[src/rtl/led_driver.sv]
// LED output stage: period-aligned PWM brightness on a registered pattern, plus
// a restartable acknowledge flash burst that overrides the display while it runs.
module led_driver #(
  parameter int WIDTH      = 4,
  parameter int PWM_BITS   = 8,
  parameter int TIMER_BITS = 22,
  parameter int FLASH_LEN  = 2000000,
  parameter int N_BLINKS   = 3
) (
  input  logic                clk,
  input  logic                reset,
  input  logic [WIDTH-1:0]    pattern,
  input  logic [PWM_BITS-1:0] brightness,
  input  logic                flash,
  output logic [WIDTH-1:0]    led,
  output logic                busy
);

  typedef enum logic [1:0] {
    IDLE = 2'd0,
    ON   = 2'd1,
    OFF  = 2'd2
  } state_t;

  localparam logic [TIMER_BITS-1:0] PHASE_LAST  = TIMER_BITS'(FLASH_LEN - 1);
  localparam logic [3:0]            BLINKS_LAST = 4'(N_BLINKS - 1);

  state_t                state;
  logic [TIMER_BITS-1:0] timer;
  logic [3:0]            rem;
  logic [PWM_BITS-1:0]   pwm_cnt;
  logic [PWM_BITS-1:0]   bright_q;
  logic [WIDTH-1:0]      pat_q;
  logic                  pwm_on;

  assign pwm_on = (pwm_cnt < bright_q);
  assign busy   = (state != IDLE);

  // Brightness is only sampled on the last count so every period has one duty.
  always_ff @(posedge clk) begin
    if (reset) begin
      pwm_cnt  <= '0;
      bright_q <= '0;
      pat_q    <= '0;
    end else begin
      pwm_cnt <= pwm_cnt + 1'b1;
      pat_q   <= pattern;
      if (&pwm_cnt) begin
        bright_q <= brightness;
      end
    end
  end

  always_ff @(posedge clk) begin
    if (reset) begin
      state <= IDLE;
      timer <= '0;
      rem   <= '0;
      led   <= '0;
    end else begin
      case (state)
        ON:      led <= '1;
        OFF:     led <= '0;
        default: led <= pat_q & {WIDTH{pwm_on}};
      endcase

      // A strobe always restarts the burst, even mid-phase.
      if (flash) begin
        state <= ON;
        timer <= PHASE_LAST;
        rem   <= BLINKS_LAST;
      end else begin
        case (state)
          ON: begin
            if (timer == '0) begin
              state <= OFF;
              timer <= PHASE_LAST;
            end else begin
              timer <= timer - 1'b1;
            end
          end
          OFF: begin
            if (timer == '0) begin
              if (rem == '0) begin
                state <= IDLE;
              end else begin
                state <= ON;
                rem   <= rem - 1'b1;
                timer <= PHASE_LAST;
              end
            end else begin
              timer <= timer - 1'b1;
            end
          end
          default: begin
            state <= IDLE;
          end
        endcase
      end
    end
  end

endmodule

[config.mk]
export PLATFORM = sky130hd
export DESIGN_NAME = led_driver
export DESIGN_NICKNAME = d
export VERILOG_FILES = /design/src/rtl/led_driver.sv
export SDC_FILE = /design/constraint.sdc
export NUM_CORES = 1
export LEC_CHECK = 0
export BUFFER_PORTS_ARGS = -buffer_cell sky130_fd_sc_hd__buf_2
export CAP_MARGIN = 30
export CORE_MARGIN = 2
export CORE_UTILIZATION = 40
export CTS_CLUSTER_SIZE = 14
export DETAILED_ROUTE_END_ITERATION = 12
export GPL_TIMING_DRIVEN = 0
export SLEW_MARGIN = 40
export SYNTH_ARGS = -nofsm -noshare
export SYNTH_HDL_FRONTEND = slang
export SYNTH_SLANG_ARGS = --single-unit
[constraint.sdc]
create_clock -name clk -period 2.1 [get_ports clk]
set_input_delay 0.42 -clock clk [delete_from_list [all_inputs] [get_ports clk]]
set_output_delay 0.42 -clock clk [all_outputs]
set_load 0.02 [all_outputs]
; After elaboration in Yosys (flattened, before gate mapping)
; Cells that the tools add are included.
[op_classes]
add_sub_neg = 3
n_lt_le_gt_ge = 1
n_eq_ne = 9
n_mux = 15
n_bitwise = 2
reduce_logical = 15
[ops]
columns = operator, count
row1 = 22-bit 2-to-1 mux, 3
row2 = 22-bit one-hot mux with 2 select lines, 1
row3 = 22-bit logical NOT, 1
row4 = "22-bit by 1-bit subtractor with 22-bit output, second input constant", 1
row5 = 21-bit 2-to-1 mux, 1
row6 = 2-bit 2-to-1 mux, 6
row7 = "3-bit != test, second input constant", 3
row8 = "8-bit by 1-bit adder with 8-bit output, second input constant", 1
row9 = 8-bit < comparator, 1
row10 = 4-bit one-hot mux with 2 select lines, 1
row11 = 2-bit AND reduction, 4
row12 = 8-bit AND reduction, 1
row13 = 2-bit nonzero test, 4
row14 = "2-bit != test, second input constant", 3
row15 = 3-bit AND reduction, 2
row16 = 4-bit bitwise AND, 1
row17 = 4-bit logical NOT, 1
row18 = "4-bit != test, second input constant", 1
row19 = 2-bit one-hot mux with 2 select lines, 1
row20 = "4-bit by 1-bit subtractor with 4-bit output, second input constant", 1
row21 = 3-bit nonzero test, 1
row22 = "2-bit by 1-bit equality test with 1-bit output, second input constant", 1
row23 = "2-bit equality test, second input constant", 1
row24 = 1-bit 2-to-1 mux, 2
row25 = other kinds (2), 2
[word_totals]
regBits = 52
out_inout_bits = 5

; Longest topological paths before layout
[logic_depth]
ltp_word = 5
mapped_depth = 8
mapped_depth_nobuf = 7

; Worst setup path after synthesis
; No wires, ideal clock.
[synth_timing]
path_type = reg-to-reg
from = reg state[0]
to = reg timer[4]
setup_time_ps = 133
t_arrival_ps = 1910
slack_ps = 57
stages_incl_launch_ff = 8
period_less_slack_ps = 2043
cell_sequence = dfxtp_1 > inv_1 > ha_1 > nor4bb_1 > or3b_2 > o21a_1 > a211oi_1 > a311oi_1
[synth_between]
elab_chain_cells = 3
word_cells_on_any_way = 7
classes_between = eq/ne: 3 / mux: 2 / reduce/logical: 2
[synth_rtl]
columns = element, line_no
row1 = from (decl), 28  ; state_t state;
row2 = from (signal assigned), 56  ; state <= IDLE;
row3 = from (signal assigned), 69  ; state <= ON;
row4 = from (signal assigned), 76  ; state <= OFF;
row5 = 2-bit equality test or 2-bit by 1-bit equality test with 1-bit output (tied branches), 73  ; case (state)
row6 = "4-bit != test (no line), or another cell as far along", n/a
row7 = 2-bit AND reduction (no line) or 21-bit 2-to-1 mux (tied branches), n/a
row8 = to (signal assigned), 79  ; timer <= timer - 1'b1;
row9 = to (signal assigned), 92  ; timer <= timer - 1'b1;
row10 = to (decl), 29  ; logic [TIMER_BITS-1:0] timer;
; Parallel ways exist; a longest one is shown, timed or not.
; A chain may end at the register's enable or synchronous reset.

; Final worst setup path
[layout_timing]
from = reg timer[18]
to = reg timer[17]
[layout_between]
elab_chain_cells = 4
word_cells_on_any_way = 7
classes_between = eq/ne: 1 / mux: 4 / reduce/logical: 2
[layout_rtl]
columns = element, line_no
row1 = 22-bit logical NOT *, "75, 83"
row2 = 22-bit 2-to-1 mux (on tied branches), "83, 75"
row3 = 22-bit one-hot mux with 2 select lines, 73
row4 = 21-bit 2-to-1 mux, 68  ; if (flash) begin
; Mark *: on every way between the ends. The rest lies on a longest branch, timed or not.

==> flow_summary.json <==
{
  "worstPathRequired_ns": 2.35,
  "hold_path.class": "in2reg",
  "violations": "negative setup slack",
  "yosysWarnings": 0,
  "ys_seq_elements": 52,
  "cp_max_fo": 8,
  "setup-tns-final_ns": -0.0159,
  "fillers": 601,
  "via_per_inst": 5.81,
  "max_cap_violations": 0,
  "start_util_pct": 41.1,
  "synth-compound-area-share_pct": 15.4,
  "portBuffers": 18,
  "startpoint": "timer[18]",
  "antennaDiodeCount": 0,
  "wirelength_um": 6220,
  "max_clock_freq_mhz": 473,
  "clkPwrFrac_pct": 37.5,
  "yosysTopAreaCellShare_pct": 40.1,
  "postRouteAntennaNets": 0,
  "r2r_slack_ns": -0.01,
  "comb_power_share_pct": 12.6,
  "synth-main-ff-cell": "dfxtp_1",
  "fin_cells": 404,
  "p_sw_uw": 524,
  "synth_area_leaders": "dfxtp_1 (40%), ha_1 (6.3%), nor2_1 (3.6%)",
  "grt_pass1_wl_um": 10500,
  "synth-simple-area-share_pct": 27.6,
  "p_leak_nw": 1.14,
  "finalCritPeriodShare_pct": 101,
  "gp_routability_congestion": 0.805,
  "cts.sink_count": 52,
  "yosysSeqAreaShare_pct": 40.1,
  "synth_mux_area_share_pct": 3.90,
  "synth.distinct_cells": 50,
  "htreeDepth": 2,
  "setup_viol": 2,
  "io_pins": 20,
  "hold_buffers": 0,
  "finalHoldViolCount": 0,
  "cts.clk_slew.worst_paths_ns": 0.09,
  "antenna_found_initial": 0,
  "die_w_um": 84.6,
  "die_h_um": 84.6,
  "cp-end-kind": "flop",
  "cts_tree": "yes",
  "drive_gt1_share_pct": 25.7,
  "grtUsageTotal_pct": 18.0,
  "synthCells": 292,
  "rsz0062_at_grt": "true",
  "crit_path_start_kind": "flop",
  "dp_cells": 387,
  "finalClockSkew_ns": 0.0106,
  "min_from": "pattern[2]",
  "dp_hpwl_um": 4300,
  "area.growth.synth_to_final_pct": 22.5,
  "synth-xor-area-share_pct": 2.36,
  "row_count": 29,
  "switching_share_pct": 24.6,
  "drt-initial-drc-count": 146,
  "clkLatencyLatePin_ns": 0.31,
  "synth_edf_count": 0,
  "layout_commonest_cell": "dfxtp_1",
  "wire_per_inst_um": 15.4,
  "synthArstFlopShare_pct": 0,
  "rr_startpoint": "timer[18]",
  "final_nets": 355,
  "grt_pass1_vias": 2215,
  "synth_fp_nets": 320,
  "cts-root-buf": "clkbuf_8",
  "layout_setup_ws_ns": -0.0145,
  "seqPwrFrac_pct": 49.9,
  "global_route.overflow_total": 0,
  "synth_top_area_cell": "dfxtp_1",
  "numCtsBuffers": 5,
  "synth_top_family_by_area": "simple AND/OR/NAND/NOR gates",
  "power.density_mw_per_mm2": 670,
  "drcViolationCount": 0,
  "ir_worst_vdd_mv": 0.467,
  "slew_headroom_pct": 53.9,
  "worstPathArrival_ns": 2.37,
  "final_cell_mix": "dfxtp_1 (47), nor2_1 (22), buf_2 (18)",
  "core_area_sq_mm": 0.00631,
  "cts_buffer_depth": 2,
  "synthAdderAreaFrac_pct": 6.26,
  "status": "finished with violations",
  "dr.pass1.iters": 4,
  "grt_max_degree": 16,
  "post_synth.cell_area_avg_sq_um": 8.90,
  "syn-cell-area_sq_mm": 0.00260,
  "slew_violations": 0,
  "fin_crit_ns": 2.11,
  "dieArea_sq_mm": 0.00715,
  "path_class": "reg2reg",
  "tightest_slew_ns": 0.685,
  "intPower_mw": 1.61,
  "vias": 2347
}
==> through the flow <==
stage               area [sq um]  hold WS (ns)  utilization, %  setup WS [ns]  power, mW
detailed placement          2780         0.450            44.1         -0.334       1.30
global route                3180         0.312            50.4         -0.140       2.22
finish                      3180         0.314            50.4        -0.0145       2.13
global placement            2780         0.452            44.1         -0.314       1.30
CTS                         3050         0.312            48.3        0.00179       2.12
floorplan                   2600         0.425               -         0.0566       1.23
==> layout make-up <==
class / count / area (sq um) / area share [%]
Tap cell: 77 / 96.3 / 3.03
Clock inverter: 2 / 60.1 / 1.89
Inverter: 18 / 67.6 / 2.12
Buffer: 9 / 50.0 / 1.57
Sequential cell: 52 / 1050 / 33.0
Timing Repair Buffer: 29 / 173 / 5.43
Clock buffer: 5 / 68.8 / 2.16
Multi-Input combinational cell: 212 / 1620 / 50.8
==> path summary, 6_finish.rpt <==
path                endpoint  depth (start not counted)
setup / recovery   timer[17]                          6
hold / removal      pat_q[2]                          2
setup reg to reg   timer[17]                          6
hold reg to reg   pwm_cnt[0]                          1
==> synthesized netlist by cell type, types with 4 or more instances <==
cell and count:
mux2i_1 9, or3_1 11, xnor2_1 5, nor2_1 25, o31ai_1 7, nor4_2 4, nand4_1 6, clkbuf_1 6
o211ai_1 4, nand2_1 11, a31o_2 4, ha_1 13, or4_1 10, nor2b_1 7, nor4b_1 5, inv_1 17
dfxtp_1 52, nand3_1 10, a21oi_1 17, nor3_1 10, nor4_1 4, o21ai_0 10
==> timing repair <==
item | in CTS | in global routing
gates resized for setup | 21 | 24
hold endpoints to repair | 0 | 0
setup endpoints to repair | 27 | 30
pin swaps | 7 | 5
buffers inserted | 5 | 6
==> routing by layer <==
metal	up-vias	part of all wire [%]	global-route usage, %
li1	1161	-	-
met1	1131	45	22.3
met2	43	49	30.6
met3	12	3.7	3.44
met4	0	1.7	7.50
met5	-	0	0
==> kinds of logic (layout without fill, tap and decap cells) <==
logic type	Yosys count	after routing
compound gates	61	61
xor+xnor	7	7
fa+ha+maj	13	13
buf+inv	28	63
flops	52	52
mux	10	10
simple gates	121	121
==> power by group through the flow <==
stage | Clock, mW | Sequential [mW] | Combinational [mW]
final | 0.800 | 1.06 | 0.268
after global routing | 0.856 | 1.07 | 0.298
after CTS | 0.819 | 1.06 | 0.245
after detailed placement | 0 | 1.08 | 0.221
after global placement | 0 | 1.08 | 0.218
after floorplan | 0 | 1.07 | 0.156
==> registers in the layout, indices dropped and copies added (netlist names) <==
name      count
bright_q      8
led           4
pat_q         4
pwm_cnt       8
rem           4
state         2
timer        22
==> worst max-delay path: stages (launching register included) <==
cell and delay [ns]:
dfxtp_2 0.35, or4_4 0.53, or2_1 0.25, buf_6 0.15, or4_4 0.47, a21o_1 0.23
nand3_1 0.08
(Power assumes the default switching activity.)
